[src/rtl/sdhci_cmd_pkg.sv]
// Shared constants, state encoding and CRC7 step function for the SD command transmit path.
package sdhci_cmd_pkg;

  localparam int CMD_FRAME_BITS   = 48;
  localparam int CMD_PAYLOAD_BITS = 40;
  localparam int CRC7_BITS        = 7;
  localparam int CMD_LISTEN_DELAY = 2;

  // x^7 + x^3 + 1, with the x^7 term implicit in the feedback
  localparam logic [CRC7_BITS-1:0] CRC7_POLY = 7'h09;

  typedef enum logic [2:0] {
    IDLE,
    SEND_DATA,
    SEND_CRC,
    SEND_END,
    WAIT_LISTEN,
    DONE
  } cmd_tx_state_e;

  // One serial CRC7 step: fold a single message bit into the running remainder.
  function automatic logic [CRC7_BITS-1:0] crc7_step(input logic [CRC7_BITS-1:0] crc,
                                                     input logic bit_in);
    logic feedback;
    feedback  = crc[CRC7_BITS-1] ^ bit_in;
    crc7_step = {crc[CRC7_BITS-2:0], 1'b0} ^ (feedback ? CRC7_POLY : '0);
  endfunction

endpackage

[src/rtl/crc7_write.sv]
// Serial CRC7 generator: accumulates the command payload bit by bit, then shifts the result out MSB first.
module crc7_write
  import sdhci_cmd_pkg::*;
(
  input  logic                 clk_i,
  input  logic                 rst_ni,
  input  logic                 clk_en_i,
  input  logic                 clear_i,
  input  logic                 update_i,
  input  logic                 shift_i,
  input  logic                 bit_i,
  output logic [CRC7_BITS-1:0] crc_o
);

  logic [CRC7_BITS-1:0] crc_q;
  logic [CRC7_BITS-1:0] crc_d;

  // Next remainder: clear wins, then accumulate a payload bit, then shift out towards the MSB.
  always_comb begin
    crc_d = crc_q;
    if (clear_i) begin
      crc_d = '0;
    end else if (update_i) begin
      crc_d = crc7_step(crc_q, bit_i);
    end else if (shift_i) begin
      crc_d = {crc_q[CRC7_BITS-2:0], 1'b0};
    end
  end

  // Remainder register, advancing only on SD clock ticks.
  always_ff @(posedge clk_i or negedge rst_ni) begin
    if (!rst_ni) begin
      crc_q <= '0;
    end else if (clk_en_i) begin
      crc_q <= crc_d;
    end
  end

  assign crc_o = crc_q;

endmodule

[src/rtl/cmd_write.sv]
// SD command frame serialiser: start, transmission, index, argument, CRC7 and end bit onto the CMD line,
// followed by an optional start-of-listening strobe for the response receiver.
module cmd_write
  import sdhci_cmd_pkg::*;
(
  input  logic        clk_i,
  input  logic        rst_ni,
  input  logic        clk_en_i,
  input  logic        start_i,
  input  logic [5:0]  cmd_index_i,
  input  logic [31:0] cmd_arg_i,
  input  logic        rsp_expected_i,
  output logic        cmd_o,
  output logic        cmd_en_o,
  output logic        busy_o,
  output logic        start_listening_o,
  output logic        done_o
);

  localparam logic [5:0] LastDataCnt   = 6'(CMD_PAYLOAD_BITS - 1);
  localparam logic [5:0] LastCrcCnt    = 6'(CRC7_BITS - 1);
  localparam logic [5:0] LastListenCnt = 6'(CMD_LISTEN_DELAY - 1);

  cmd_tx_state_e                state_q, state_d;
  logic [CMD_PAYLOAD_BITS-1:0]  shift_q, shift_d;
  logic [5:0]                   cnt_q, cnt_d;
  logic                         rsp_q, rsp_d;
  logic                         cmd_q, cmd_d;
  logic                         cmd_en_q, cmd_en_d;
  logic                         busy_q, busy_d;
  logic                         listen_q, listen_d;
  logic                         done_q, done_d;

  logic                         crc_clear;
  logic                         crc_update;
  logic                         crc_shift;
  logic [CRC7_BITS-1:0]         crc;
  logic [CRC7_BITS-1:0]         crc_final;

  crc7_write u_crc7_write (
    .clk_i    (clk_i),
    .rst_ni   (rst_ni),
    .clk_en_i (clk_en_i),
    .clear_i  (crc_clear),
    .update_i (crc_update),
    .shift_i  (crc_shift),
    .bit_i    (shift_q[CMD_PAYLOAD_BITS-1]),
    .crc_o    (crc)
  );

  // The CRC register only holds the full remainder one tick after the last payload bit, so the
  // first CRC bit is taken from the remainder as it will be once that bit is folded in.
  assign crc_final = crc7_step(crc, shift_q[CMD_PAYLOAD_BITS-1]);

  // Next-state and next-output logic; outputs are computed for the value they must show after this tick.
  always_comb begin
    state_d    = state_q;
    shift_d    = shift_q;
    cnt_d      = cnt_q;
    rsp_d      = rsp_q;
    cmd_d      = cmd_q;
    cmd_en_d   = cmd_en_q;
    busy_d     = busy_q;
    listen_d   = 1'b0;
    done_d     = 1'b0;
    crc_clear  = 1'b0;
    crc_update = 1'b0;
    crc_shift  = 1'b0;

    case (state_q)
      IDLE: begin
        cmd_d    = 1'b1;
        cmd_en_d = 1'b0;
        if (start_i) begin
          state_d   = SEND_DATA;
          shift_d   = {2'b01, cmd_index_i, cmd_arg_i};
          rsp_d     = rsp_expected_i;
          cnt_d     = '0;
          crc_clear = 1'b1;
          busy_d    = 1'b1;
          cmd_en_d  = 1'b1;
          cmd_d     = shift_d[CMD_PAYLOAD_BITS-1];
        end
      end

      SEND_DATA: begin
        crc_update = 1'b1;
        shift_d    = {shift_q[CMD_PAYLOAD_BITS-2:0], 1'b0};
        if (cnt_q == LastDataCnt) begin
          state_d = SEND_CRC;
          cnt_d   = '0;
          cmd_d   = crc_final[CRC7_BITS-1];
        end else begin
          cnt_d = cnt_q + 6'd1;
          cmd_d = shift_q[CMD_PAYLOAD_BITS-2];
        end
      end

      SEND_CRC: begin
        crc_shift = 1'b1;
        if (cnt_q == LastCrcCnt) begin
          state_d = SEND_END;
          cnt_d   = '0;
          cmd_d   = 1'b1;
        end else begin
          cnt_d = cnt_q + 6'd1;
          cmd_d = crc[CRC7_BITS-2];
        end
      end

      SEND_END: begin
        cmd_d    = 1'b1;
        cmd_en_d = 1'b0;
        cnt_d    = '0;
        if (rsp_q) begin
          state_d = WAIT_LISTEN;
        end else begin
          state_d = DONE;
          done_d  = 1'b1;
        end
      end

      WAIT_LISTEN: begin
        if (cnt_q == LastListenCnt) begin
          state_d = DONE;
          done_d  = 1'b1;
        end else begin
          cnt_d    = cnt_q + 6'd1;
          listen_d = (cnt_q == LastListenCnt - 6'd1);
        end
      end

      DONE: begin
        busy_d  = 1'b0;
        state_d = IDLE;
      end

      default: begin
        state_d  = IDLE;
        cmd_d    = 1'b1;
        cmd_en_d = 1'b0;
        busy_d   = 1'b0;
      end
    endcase
  end

  // State, datapath and registered outputs; everything holds between SD clock ticks.
  always_ff @(posedge clk_i or negedge rst_ni) begin
    if (!rst_ni) begin
      state_q  <= IDLE;
      shift_q  <= '0;
      cnt_q    <= '0;
      rsp_q    <= 1'b0;
      cmd_q    <= 1'b1;
      cmd_en_q <= 1'b0;
      busy_q   <= 1'b0;
      listen_q <= 1'b0;
      done_q   <= 1'b0;
    end else if (clk_en_i) begin
      state_q  <= state_d;
      shift_q  <= shift_d;
      cnt_q    <= cnt_d;
      rsp_q    <= rsp_d;
      cmd_q    <= cmd_d;
      cmd_en_q <= cmd_en_d;
      busy_q   <= busy_d;
      listen_q <= listen_d;
      done_q   <= done_d;
    end
  end

  assign cmd_o             = cmd_q;
  assign cmd_en_o          = cmd_en_q;
  assign busy_o            = busy_q;
  assign start_listening_o = listen_q;
  assign done_o            = done_q;

endmodule

[config.mk]
export PLATFORM = sky130hd
export DESIGN_NAME = cmd_write
export DESIGN_NICKNAME = d
export VERILOG_FILES = /design/src/rtl/sdhci_cmd_pkg.sv /design/src/rtl/crc7_write.sv /design/src/rtl/cmd_write.sv
export SDC_FILE = /design/constraint.sdc
export NUM_CORES = 1
export LEC_CHECK = 0
export ABC_AREA = 0
export CORE_MARGIN = 4
export CORE_UTILIZATION = 45
export CTS_CLUSTER_DIAMETER = 40
export DETAILED_ROUTE_END_ITERATION = 16
export PLACE_DENSITY = 0.68
export SYNTH_ARGS = -nofsm -noshare
export SYNTH_HDL_FRONTEND = slang
export SYNTH_HIERARCHICAL = 1
export SYNTH_SLANG_ARGS = --single-unit
[constraint.sdc]
create_clock -name clk_i -period 2.8 [get_ports clk_i]
set_input_delay 0.7 -clock clk_i [delete_from_list [all_inputs] [get_ports clk_i]]
set_output_delay 0.7 -clock clk_i [all_outputs]
set_load 0.05 [all_outputs]
# After elaboration in Yosys (flattened, before gate mapping)
# Cells that the tools add are included.
# Widths: inputs -> output; s select.
[op_classes] div_mod_pow=0 n_reduce_logical=16 muxes=33 add_sub_neg=1 n_eq_ne=13 order_cmp=0 n_mul=0 bitwise=5 shifts=0
[ops] op="$pmux 40 s2" count=1
[ops] op="$mux 40" count=1
[ops] op="$pmux 6 s5" count=1
[ops] op="$mux 6" count=4
[ops] op="$mux 7" count=3
[ops] op="$pmux 3 s5" count=1
[ops] op="$mux 1" count=13
[ops] op="$mux 3" count=4
[ops] op="$ne 2x2->1 const B" count=5
[ops] op="$reduce_and 3->1" count=3
[ops] op="$reduce_or 4->1" count=2
[ops] op="$xor 7x7->7" count=1
[ops] op="$add 6x1->6 const B" count=1
[ops] op="$eq 3x2->1 const B" count=2
[ops] op="$eq 3x3->1 const B" count=2
[ops] op="$eq 6x1->1 const B" count=1
[ops] op="$eq 6x3->1 const B" count=1
[ops] op="$eq 6x6->1 const B" count=1
[ops] op="$logic_not 6->1" count=1
[ops] op="$pmux 1 s2" count=3
[ops] op="$reduce_and 2->1" count=3
[ops] op="$reduce_and 5->1" count=1
[ops] op="$reduce_bool 5->1" count=1
[ops] op="$mux 4" count=1
[ops] op="other kinds (9)" count=11
[totals] mem_bits_rw=0 n_memories=0 inputBits=43 word_cells=78 out_inout_bits=5 rom_bits=0 register_bits=62 latch_bits=0

# Logic depth before layout (Yosys ltp)
# Gate-level depths: netlist of the first run.
[logic_depth] ltp_word=5 depth_mapped=8 depth_no_buf=6

# By module
# Netlist of the first run, hierarchy kept.
[by_module_without_submodules] mod="cmd_write" cells_each=297 area_each_um2=2912.8 seq_area_each_um2=1377.6 instances=1
[by_module_without_submodules] mod="crc7_write" cells_each=34 area_each_um2=329.1 seq_area_each_um2=175.2 instances=1

# Worst setup path after synthesis of the first run
# Ideal clock, no wire load.
[synth_path] kind="input-to-reg" start="input port start_i" end="register shift_q[10]" setup_ns=0.133 required_ns=2.667 path_buffers=2 stages=6 slack_ns=1.098 t_arrival_ns=1.569 cell_sequence="nor4b_4 > o21ai_4 > buf_6 > buf_6 > nand2_1 > o21ai_0"
[synth_between] elab_chain_cells=2
[synth_rtl] item="from (decl)" line="cmd_write.sv:9" text="input logic start_i,"
[synth_rtl] item="$ne 2x2->1 (no line)"
[synth_rtl] item="$reduce_and 3->1 (no line)"
[synth_rtl] item="to (signal assigned)" line="cmd_write.sv:161" text="shift_q <= shift_d;"
[synth_rtl] item="to (decl)" line="cmd_write.sv:25" text="logic [CMD_PAYLOAD_BITS-1:0] shift_q, shift_d;"
# No other way between the ends.
# A chain may end at the register's enable or synchronous reset.

# Final worst setup path of the first run
[layout_path] start="register cmd_q (netlist: cmd_o)" end="output port cmd_o"
[layout_rtl] item="from (decl)" line="cmd_write.sv:28" text="logic cmd_q, cmd_d;"
[layout_rtl] item="from (signal assigned)" line="cmd_write.sv:164" text="cmd_q <= cmd_d;"
[layout_rtl] item="to (decl)" line="cmd_write.sv:13" text="output logic cmd_o,"
# No word-level cell between the ends.

==> flow_summary.ini, run 1 <==
[global_routing]
grt.overflow.total = 0
antenna_found_initial = 0
grt_pass1_wl_um = 11390
grt_use_total = 0.1649
grt_max_degree = 63
grt_pass1_vias = 2438

[sta]
setup_violations = 0
finalCritPeriodShare = 0.8477
maxSlewViolCount = 0
max_freq_mhz = 421.3
min_period_ns = 2.374
setup_tns_ns = 0
clock_skew_ns = 0.006462
slew_headroom = 0.3082
rsz0062_at_grt = false
final-hold-violation-count = 0
worst_pin_slew_ns = 1.029

[cells_and_area]
layout-drive-gt1-share = 0.09211
finalNonFillerCells = 476
fin_nets = 422
syn2layout_area_growth_pct = 23.54
antennaDiodeCount = 0

[floorplan]
die_h_um = 92.88
core_um2 = 6907
die_area_um2 = 8626
start_util = 0.4694
boundaryPins = 48
die_w_um = 92.88
rows = 30

[clock_network]
cts_sinks = 62
path_clk_slew_ns = 0.07
post-cts-setup-buffer-count = 0
ctsRootBufferMaster = clkbuf_8
hold_buffers = 0
clock_path_buffers = 2
cts_inserted_buffers = 9
cts_max_level = 3
clk_latency_ns = 0.34
cts_tree = done
ctsResizeCount = 0

[synth]
ys_seq_elements = 62
synth_mux_area_frac = 0.1177
ys_async_sr_fraction = 1.000
synth-compound-area-share = 0.1579
synth_top_area_frac = 0.4709
synth_common_cells = dfrtp_1, nand2_1, o21ai_0
yosysUniqueCellTypes = 53
synth_cells = 331
syn_area_um2 = 3242
synth_xor_xnor_area_share = 0.01081
synth_edf_count = 0
synthAdderAreaFrac = 0.01544
syn_avg_cell_area_um2 = 9.794
yosysSeqAreaShare = 0.4790
syn_nets = 378
synth_simple_gate_area_frac = 0.1671
synth.most_common_cell = dfrtp_1
synth.area.top_cells = dfrtp_1, mux2i_1, o21ai_0
synth_top_area_cell = dfrtp_1
synth_top_family_by_area = simple AND/OR/NAND/NOR gates
synth_ff_type = dfrtp_1
ys.warnings.count = 6

[placed_design]
dp_hpwl_um = 4609
portBuffers = 47
place_inst = 460
place.gp.congestion = 0.8505

[setup_path]
cp.arrival_ns = 1.67
slowest_stage = clkdlybuf4s50_1
path_cells = clkdlybuf4s50_1
critPathLaunchType = flip-flop
crit_family = buffers and inverters
max_stage_delay_ns = 0.79
crit_type = flip-flop to output pin
end_kind = output pin
crit_fanout = 2
crit_required_ns = 2.10
cp_num_buf_inv = 1

[run]
max_cap_viol_count = 0

[route]
wl_um = 6736
vias = 2498
drc = 0
avgRoutedWirePerCell_um = 14.15
final_antenna_net_count = 0
vias_per_cell = 5.248
first_iter_violations = 104
drt-pass1-iter-count = 4

[run_status]
status = finished, final reports clean

[power]
irDropWorstVdd_mv = 0.4816
cellPowerDensity_nw_per_um2 = 1154
p_leak_nw = 1.757

[hold_path]
min-delay-path-class = input pin to async pin
-- cell usage in the layout (no fill, tap or decap), drive strengths merged, types with 2 or more instances in the layout --
| master | Yosys | routed |
|---|---|---|
| nor3b | 3 | 3 |
| mux2i | 37 | 37 |
| nand4 | 4 | 4 |
| and3 | 2 | 2 |
| o2111ai | 2 | 2 |
| a31oi | 4 | 4 |
| nor3 | 3 | 3 |
| xnor2 | 3 | 3 |
| a21oi | 5 | 5 |
| nand2b | 9 | 9 |
| dfrtp | 61 | 61 |
| clkbuf | 8 | 10 |
| inv | 8 | 9 |
| o22ai | 3 | 3 |
| nor4b | 2 | 2 |
| nor4 | 5 | 5 |
| ha | 4 | 4 |
| o31ai | 2 | 2 |
| o21ai | 56 | 56 |
| buf | 14 | 9 |
| nor2 | 13 | 13 |
| clkdlybuf4s50 | 0 | 46 |
| bufinv | 0 | 2 |
| nand2 | 60 | 60 |
| nand3 | 2 | 2 |
| clkinv | 0 | 2 |
| nand3b | 2 | 2 |
-- where the power goes --
group / switching, mW / total, mW / leakage, nW / internal (mW)
sequential: 0.285 / 1.57 / 0.784 / 1.29
combinational: 1.22 / 2.14 / 0.860 / 0.922
clock: 0.375 / 0.907 / 0.113 / 0.531
-- worst paths after layout --
kind                                            start                    end  slack, ns  cells past startpoint
min in group clk_i              u_crc7_write/crc_o[4]  u_crc7_write/crc_o[4]       0.48                      2
worst max register to register             state_q[0]  u_crc7_write/crc_o[5]       0.55                      3
worst min-delay path                           rst_ni               cnt_q[0]       0.35                      2
worst max-delay path                            cmd_o                  cmd_o       0.43                      1
worst min register to register  u_crc7_write/crc_o[4]  u_crc7_write/crc_o[4]       0.48                      2
max in group asynchronous                      rst_ni                  cmd_o       2.12                      2
-- per-stage QoR --
| stage | instance area [um^2] | worst slack, ns | total power [mW] | hold slack [ns] | util |
|---|---|---|---|---|---|
| 6_report | 4005 | 0.4263 | 4.620 | 0.3505 | 0.5799 |
| 4_1_cts | 4005 | 0.4049 | 4.654 | 0.3692 | 0.5799 |
| 3_5_place_dp | 3774 | 0.1880 | 3.737 | 0.4671 | 0.5464 |
| 2_1_floorplan | 3242 | 1.098 | 3.321 | 0.4044 | - |
| 3_3_place_gp | 3774 | 0.2310 | 3.666 | 0.4603 | 0.5464 |
| 5_1_grt | 4005 | 0.2396 | 4.980 | 0.3981 | 0.5799 |
-- metal layers --
| metal | up-vias | part of all wire | track usage |
|---|---|---|---|
| li1 | 1255 | - | - |
| met1 | 1188 | 0.48 | 0.2212 |
| met2 | 49 | 0.47 | 0.2591 |
| met3 | 6 | 0.044 | 0.03168 |
| met4 | 0 | 0.012 | 0.07326 |
| met5 | - | 0 | 0 |
-- cell families after synthesis --
group	Yosys count
flops	62
fa+ha+maj	4
xor+xnor	4
mux	38
simple gates	109
compound gates	84
buf+inv	30
-- cell type report --
| class | count | area, um^2 |
|---|---|---|
| multi-input cells | 239 | 1520 |
| repair buffers | 55 | 550.5 |
| inverters | 8 | 30.03 |
| clock buffers | 10 | 137.6 |
| well taps | 96 | 120.1 |
| flip-flops and latches | 62 | 1553 |
| clock inverters | 6 | 93.84 |
| fillers | 654 | 2902 |
-- registers in the layout (all words and copies together), names as in the netlist --
register,flops
busy_o,1
cmd_en_o,1
cmd_o,1
cnt_q,6
done_o,1
rsp_q,1
shift_q,40
start_listening_o,1
state_q,3
u_crc7_write/crc_o,7
No activity file was read; power rests on OpenSTA's default activity.
==> run 2: changes to the inputs <==
clock period = 2.42 ns   (was 2.8 ns; I/O delays follow)
==> run 2 against run 1 <==
Global-route usage grew 0.51 points; die area is the same; largest cell class unchanged; wire length grew 0.19%; clock skew grew 0.0044 ns; clock power shrank 2.8%.
==> flow_summary.ini, run 2 (synthesized netlist as in run 1, its figures left out) <==
[run_status]
status = finished, final reports clean

[cells_and_area]
stdcell_area_um2 = 3999
layout-drive-gt1-share = 0.09661
fin_nets = 425
layout_common_cells = dfrtp_1, nand2_1, o21ai_0
final_common_cell = dfrtp_1
multi_input_area_um2 = 1520
antennaDiodeCount = 0
regArea_um2 = 1553
finalNonFillerCells = 479
largest_register_ffs = 40
top_register = shift_q
n_fill_cell = 643
syn2layout_area_growth_pct = 23.35

[power]
swShare = 0.4114
power_switching_mw = 2.160
internal_power_mw = 3.091
p_leak_nw = 1.763
irDropWorstVdd_mv = 0.6221
clockPowerShare = 0.168
cellPowerDensity_nw_per_um2 = 1313
power_frac_comb = 0.488
power_frac_seq = 0.344
fin_total_pwr_mw = 5.251

[setup_path]
cp.arrival_ns = 1.67
cp_num_buf_inv = 1
crit_family = buffers and inverters
max_stage_delay_ns = 0.81
path_cells = clkdlybuf4s50_1
end_kind = output pin
crit_type = flip-flop to output pin
rrSetupSlack_ns = 0.23
crit_required_ns = 1.81
slowest_stage = clkdlybuf4s50_1
critPathLaunchType = flip-flop
crit_fanout = 2

[route]
vias_per_cell = 5.203
final_antenna_net_count = 0
avgRoutedWirePerCell_um = 14.09
drt-pass1-iter-count = 4
wl_um = 6749
drc = 0
first_iter_violations = 203
vias = 2492

[clock_network]
ctsRootBufferMaster = clkbuf_8
clk_latency_ns = 0.33
cts_inserted_buffers = 9
cts_max_level = 3
cts_tree = done
ctsResizeCount = 0
clock_path_buffers = 2
post-cts-setup-buffer-count = 0
cts_sinks = 62
path_clk_slew_ns = 0.07
hold_buffers = 0

[placed_design]
place_inst = 463
portBuffers = 47
place.gp.congestion = 0.8677
dp_hpwl_um = 4687
placed_cell_area_um2 = 3809

[sta]
max_freq_mhz = 439.6
final-hold-violation-count = 0
min_period_ns = 2.275
finalCritPeriodShare = 0.9399
maxSlewViolCount = 0
slew_headroom = 0.2684
rsz0062_at_grt = false
clock_skew_ns = 0.01086
worst_pin_slew_ns = 1.088
setup_violations = 0

[floorplan]
rows = 30
die_w_um = 92.88
die_area_um2 = 8626
start_util = 0.4694
core_um2 = 6907
die_h_um = 92.88
boundaryPins = 48

[global_routing]
grt_use_total = 0.1700
grt_max_degree = 78
antenna_found_initial = 0
grt.overflow.total = 0
grt_pass1_vias = 2496
grt_pass1_wl_um = 11690

[run]
max_cap_viol_count = 0

[hold_path]
min-delay-path-class = input pin to async pin
run 2: changes by cell type in the layout (fill, tap and decap cells not counted):
cell,delta
inv_6,-1
buf_4,+2
clkinvlp_4,-1
clkbuf_8,-1
bufinv_16,-1
buf_12,+1
clkbuf_1,+1
clkinv_2,+3
run 2: worst paths after layout:
path	from	endpoint	cells past startpoint
worst max register to register	state_q[0]	u_crc7_write/crc_o[1]	4
worst min register to register	shift_q[22]	shift_q[22]	2
max in group asynchronous	rst_ni	cmd_o	2
worst max-delay path	cmd_o	cmd_o	1
min in group clk_i	shift_q[22]	shift_q[22]	2
worst min-delay path	rst_ni	cnt_q[1]	2
run 2: final cells by class:
class,count,share of cell area
multi-input cells,239,0.3802
well taps,96,0.03004
clock inverters,6,0.01564
clock buffers,10,0.03191
inverters,8,0.007509
flip-flops and latches,62,0.3883
repair buffers,58,0.1464
run 2: power by group through the flow:
stage                     Sequential (mW)  Clock (mW)  Combinational [mW]
after floorplan                      1.78           0                2.06
after global placement               1.81           0                2.51
after detailed placement             1.83           0                2.58
after CTS                            1.81       0.907                2.58
after global routing                 1.88       0.957                2.87
final                                1.81       0.882                2.56
run 2: metrics by stage:
step | setup slack, ns | setup TNS [ns] | utilization | hold WS (ns)
floorplan | 0.7602 | 0 | - | 0.3094
global placement | -0.001703 | -0.002535 | 0.5514 | 0.4630
detailed placement | -0.08015 | -0.2196 | 0.5514 | 0.4692
CTS | 0.1244 | 0 | 0.5790 | 0.2765
global route | 0.04215 | 0 | 0.5790 | 0.2881
finish | 0.1453 | 0 | 0.5790 | 0.2688
run 2: metal layers:
layer	routed length, um	part of all wire	vias to the layer above	GRT usage
met2	3116	0.46	60	0.2579
met3	364	0.054	9	0.04712
li1	-	-	1260	-
met4	72	0.011	0	0.06960
met5	0	0	-	0
met1	3196	0.47	1163	0.2290
==> run 3: changes to the inputs <==
CORE_MARGIN = 1.5   (was 4)
CORE_UTILIZATION = 54   (was 45)
PLACE_DENSITY = 0.8   (was 0.68)
==> run 3 against run 2 <==
Utilization rose by 10 points; register-to-register slack improved by 0.23 ns; die area fell by 25%; critical endpoint unchanged; largest cell class unchanged; highest routed layer unchanged.
==> flow_summary.ini, run 3 (synthesized netlist as in run 1, its figures left out) <==
[cells_and_area]
antennaDiodeCount = 0
largest_register_ffs = 40
syn2layout_area_growth_pct = 23.16
fin_nets = 426
finalNonFillerCells = 459
layout_common_cells = dfrtp_1, nand2_1, o21ai_0
final_common_cell = dfrtp_1
layout-drive-gt1-share = 0.1042
top_register = shift_q
n_fill_cell = 438
stdcell_area_um2 = 3993

[global_routing]
grt.overflow.total = 0
grt_pass1_wl_um = 11340
grt_pass1_vias = 2497
grt_use_total = 0.2325
grt_max_degree = 78
antenna_found_initial = 0

[setup_path]
path_cells = clkdlybuf4s50_1
crit_required_ns = 1.81
slowest_stage = clkdlybuf4s50_1
crit_family = buffers and inverters
critPathLaunchType = flip-flop
crit_type = flip-flop to output pin
cp-startpoint = cmd_o
cp_num_buf_inv = 1
cp.arrival_ns = 1.69
end_kind = output pin
crit_fanout = 2
worstReg2RegStart = state_q[1]
max_stage_delay_ns = 0.80

[route]
vias_per_cell = 5.634
final_antenna_net_count = 0
dr_wl_met3_um = 323
vias = 2586
wl_um = 6813
avgRoutedWirePerCell_um = 14.84
routed-wl-met2_um = 3277
drt-pass1-iter-count = 4
drt-met1-wl_um = 3075
highest_layer = met4
drc = 0
first_iter_violations = 200

[floorplan]
core_um2 = 5851
die_h_um = 80.48
die_area_um2 = 6477
boundaryPins = 48
die_w_um = 80.48
rows = 28
start_util = 0.5541

[clock_network]
cts_inserted_buffers = 9
clk_latency_ns = 0.34
cts_sinks = 62
clock_path_buffers = 2
cts_max_level = 3
ctsRootBufferMaster = clkbuf_8
hold_buffers = 0
post-cts-setup-buffer-count = 0
path_clk_slew_ns = 0.07
cts_tree = done
ctsResizeCount = 0

[placed_design]
portBuffers = 47
place_inst = 443
placed_cell_area_um2 = 3790
dp_hpwl_um = 4781
place.gp.congestion = 0.9294

[run]
max_cap_viol_count = 0

[run_status]
status = finished, final reports clean

[sta]
setup_tns_ns = 0
min_period_ns = 2.295
setup_violations = 0
final-hold-violation-count = 0
maxSlewViolCount = 0
slew_headroom = 0.5311
max_freq_mhz = 435.7
rsz0062_at_grt = false
clock_skew_ns = 0.006840
finalCritPeriodShare = 0.9484
worst_pin_slew_ns = 0.6991

[hold_path]
min-delay-path-class = input pin to async pin

[power]
irDropWorstVdd_mv = 0.9450
fin_total_pwr_mw = 5.328
cellPowerDensity_nw_per_um2 = 1334
p_leak_nw = 1.768
run 3: area by class of cell:
| type | instances | area, um^2 | area share |
|---|---|---|---|
| Clock inverter | 7 | 73.82 | 0.01849 |
| Inverter | 8 | 30.03 | 0.007521 |
| Tap cell | 75 | 93.84 | 0.02350 |
| Multi-Input combinational cell | 239 | 1525 | 0.3820 |
| Timing Repair Buffer | 59 | 593.1 | 0.1485 |
| Clock buffer | 9 | 123.9 | 0.03102 |
| Sequential cell | 62 | 1553 | 0.3889 |
run 3: worst register-to-register path: cells and delay by family (launching register included):
family          cells  cell delay (ns)
buf+inv             2             0.24
flops               1             0.56
compound gates      2             0.86
simple gates        1             0.13
run 3: final timing paths:
kind / endpoint / slack (ns) / cells past startpoint
max in group asynchronous: cmd_o / 1.54 / 2
worst max-delay path: cmd_o / 0.12 / 1
worst max register to register: u_crc7_write/crc_o[1] / 0.46 / 5
min in group clk_i: shift_q[18] / 0.48 / 2
worst min register to register: shift_q[18] / 0.48 / 2
worst min-delay path: shift_q[32] / 0.23 / 1
run 3: per-stage QoR:
stage | setup slack, ns | utilization | hold slack (ns)
after floorplan | 0.7602 | - | 0.3094
after global placement | 0.07218 | 0.6478 | 0.4628
after detailed placement | -0.1410 | 0.6478 | 0.4707
after CTS | 0.1201 | 0.6816 | 0.2441
after global routing | 0.09958 | 0.6824 | 0.2640
final | 0.1248 | 0.6824 | 0.2269
run 3: where the power goes:
group          total (mW)  internal, mW  switching (mW)
combinational        2.59          1.13            1.45
sequential           1.83          1.49           0.338
clock               0.915         0.478           0.437
run 3: layer usage:
metal,GRT usage,vias to the layer above
met3,0.04659,13
met4,0.1103,0
li1,-,1264
met2,0.3697,59
met1,0.3028,1250
met5,0,-
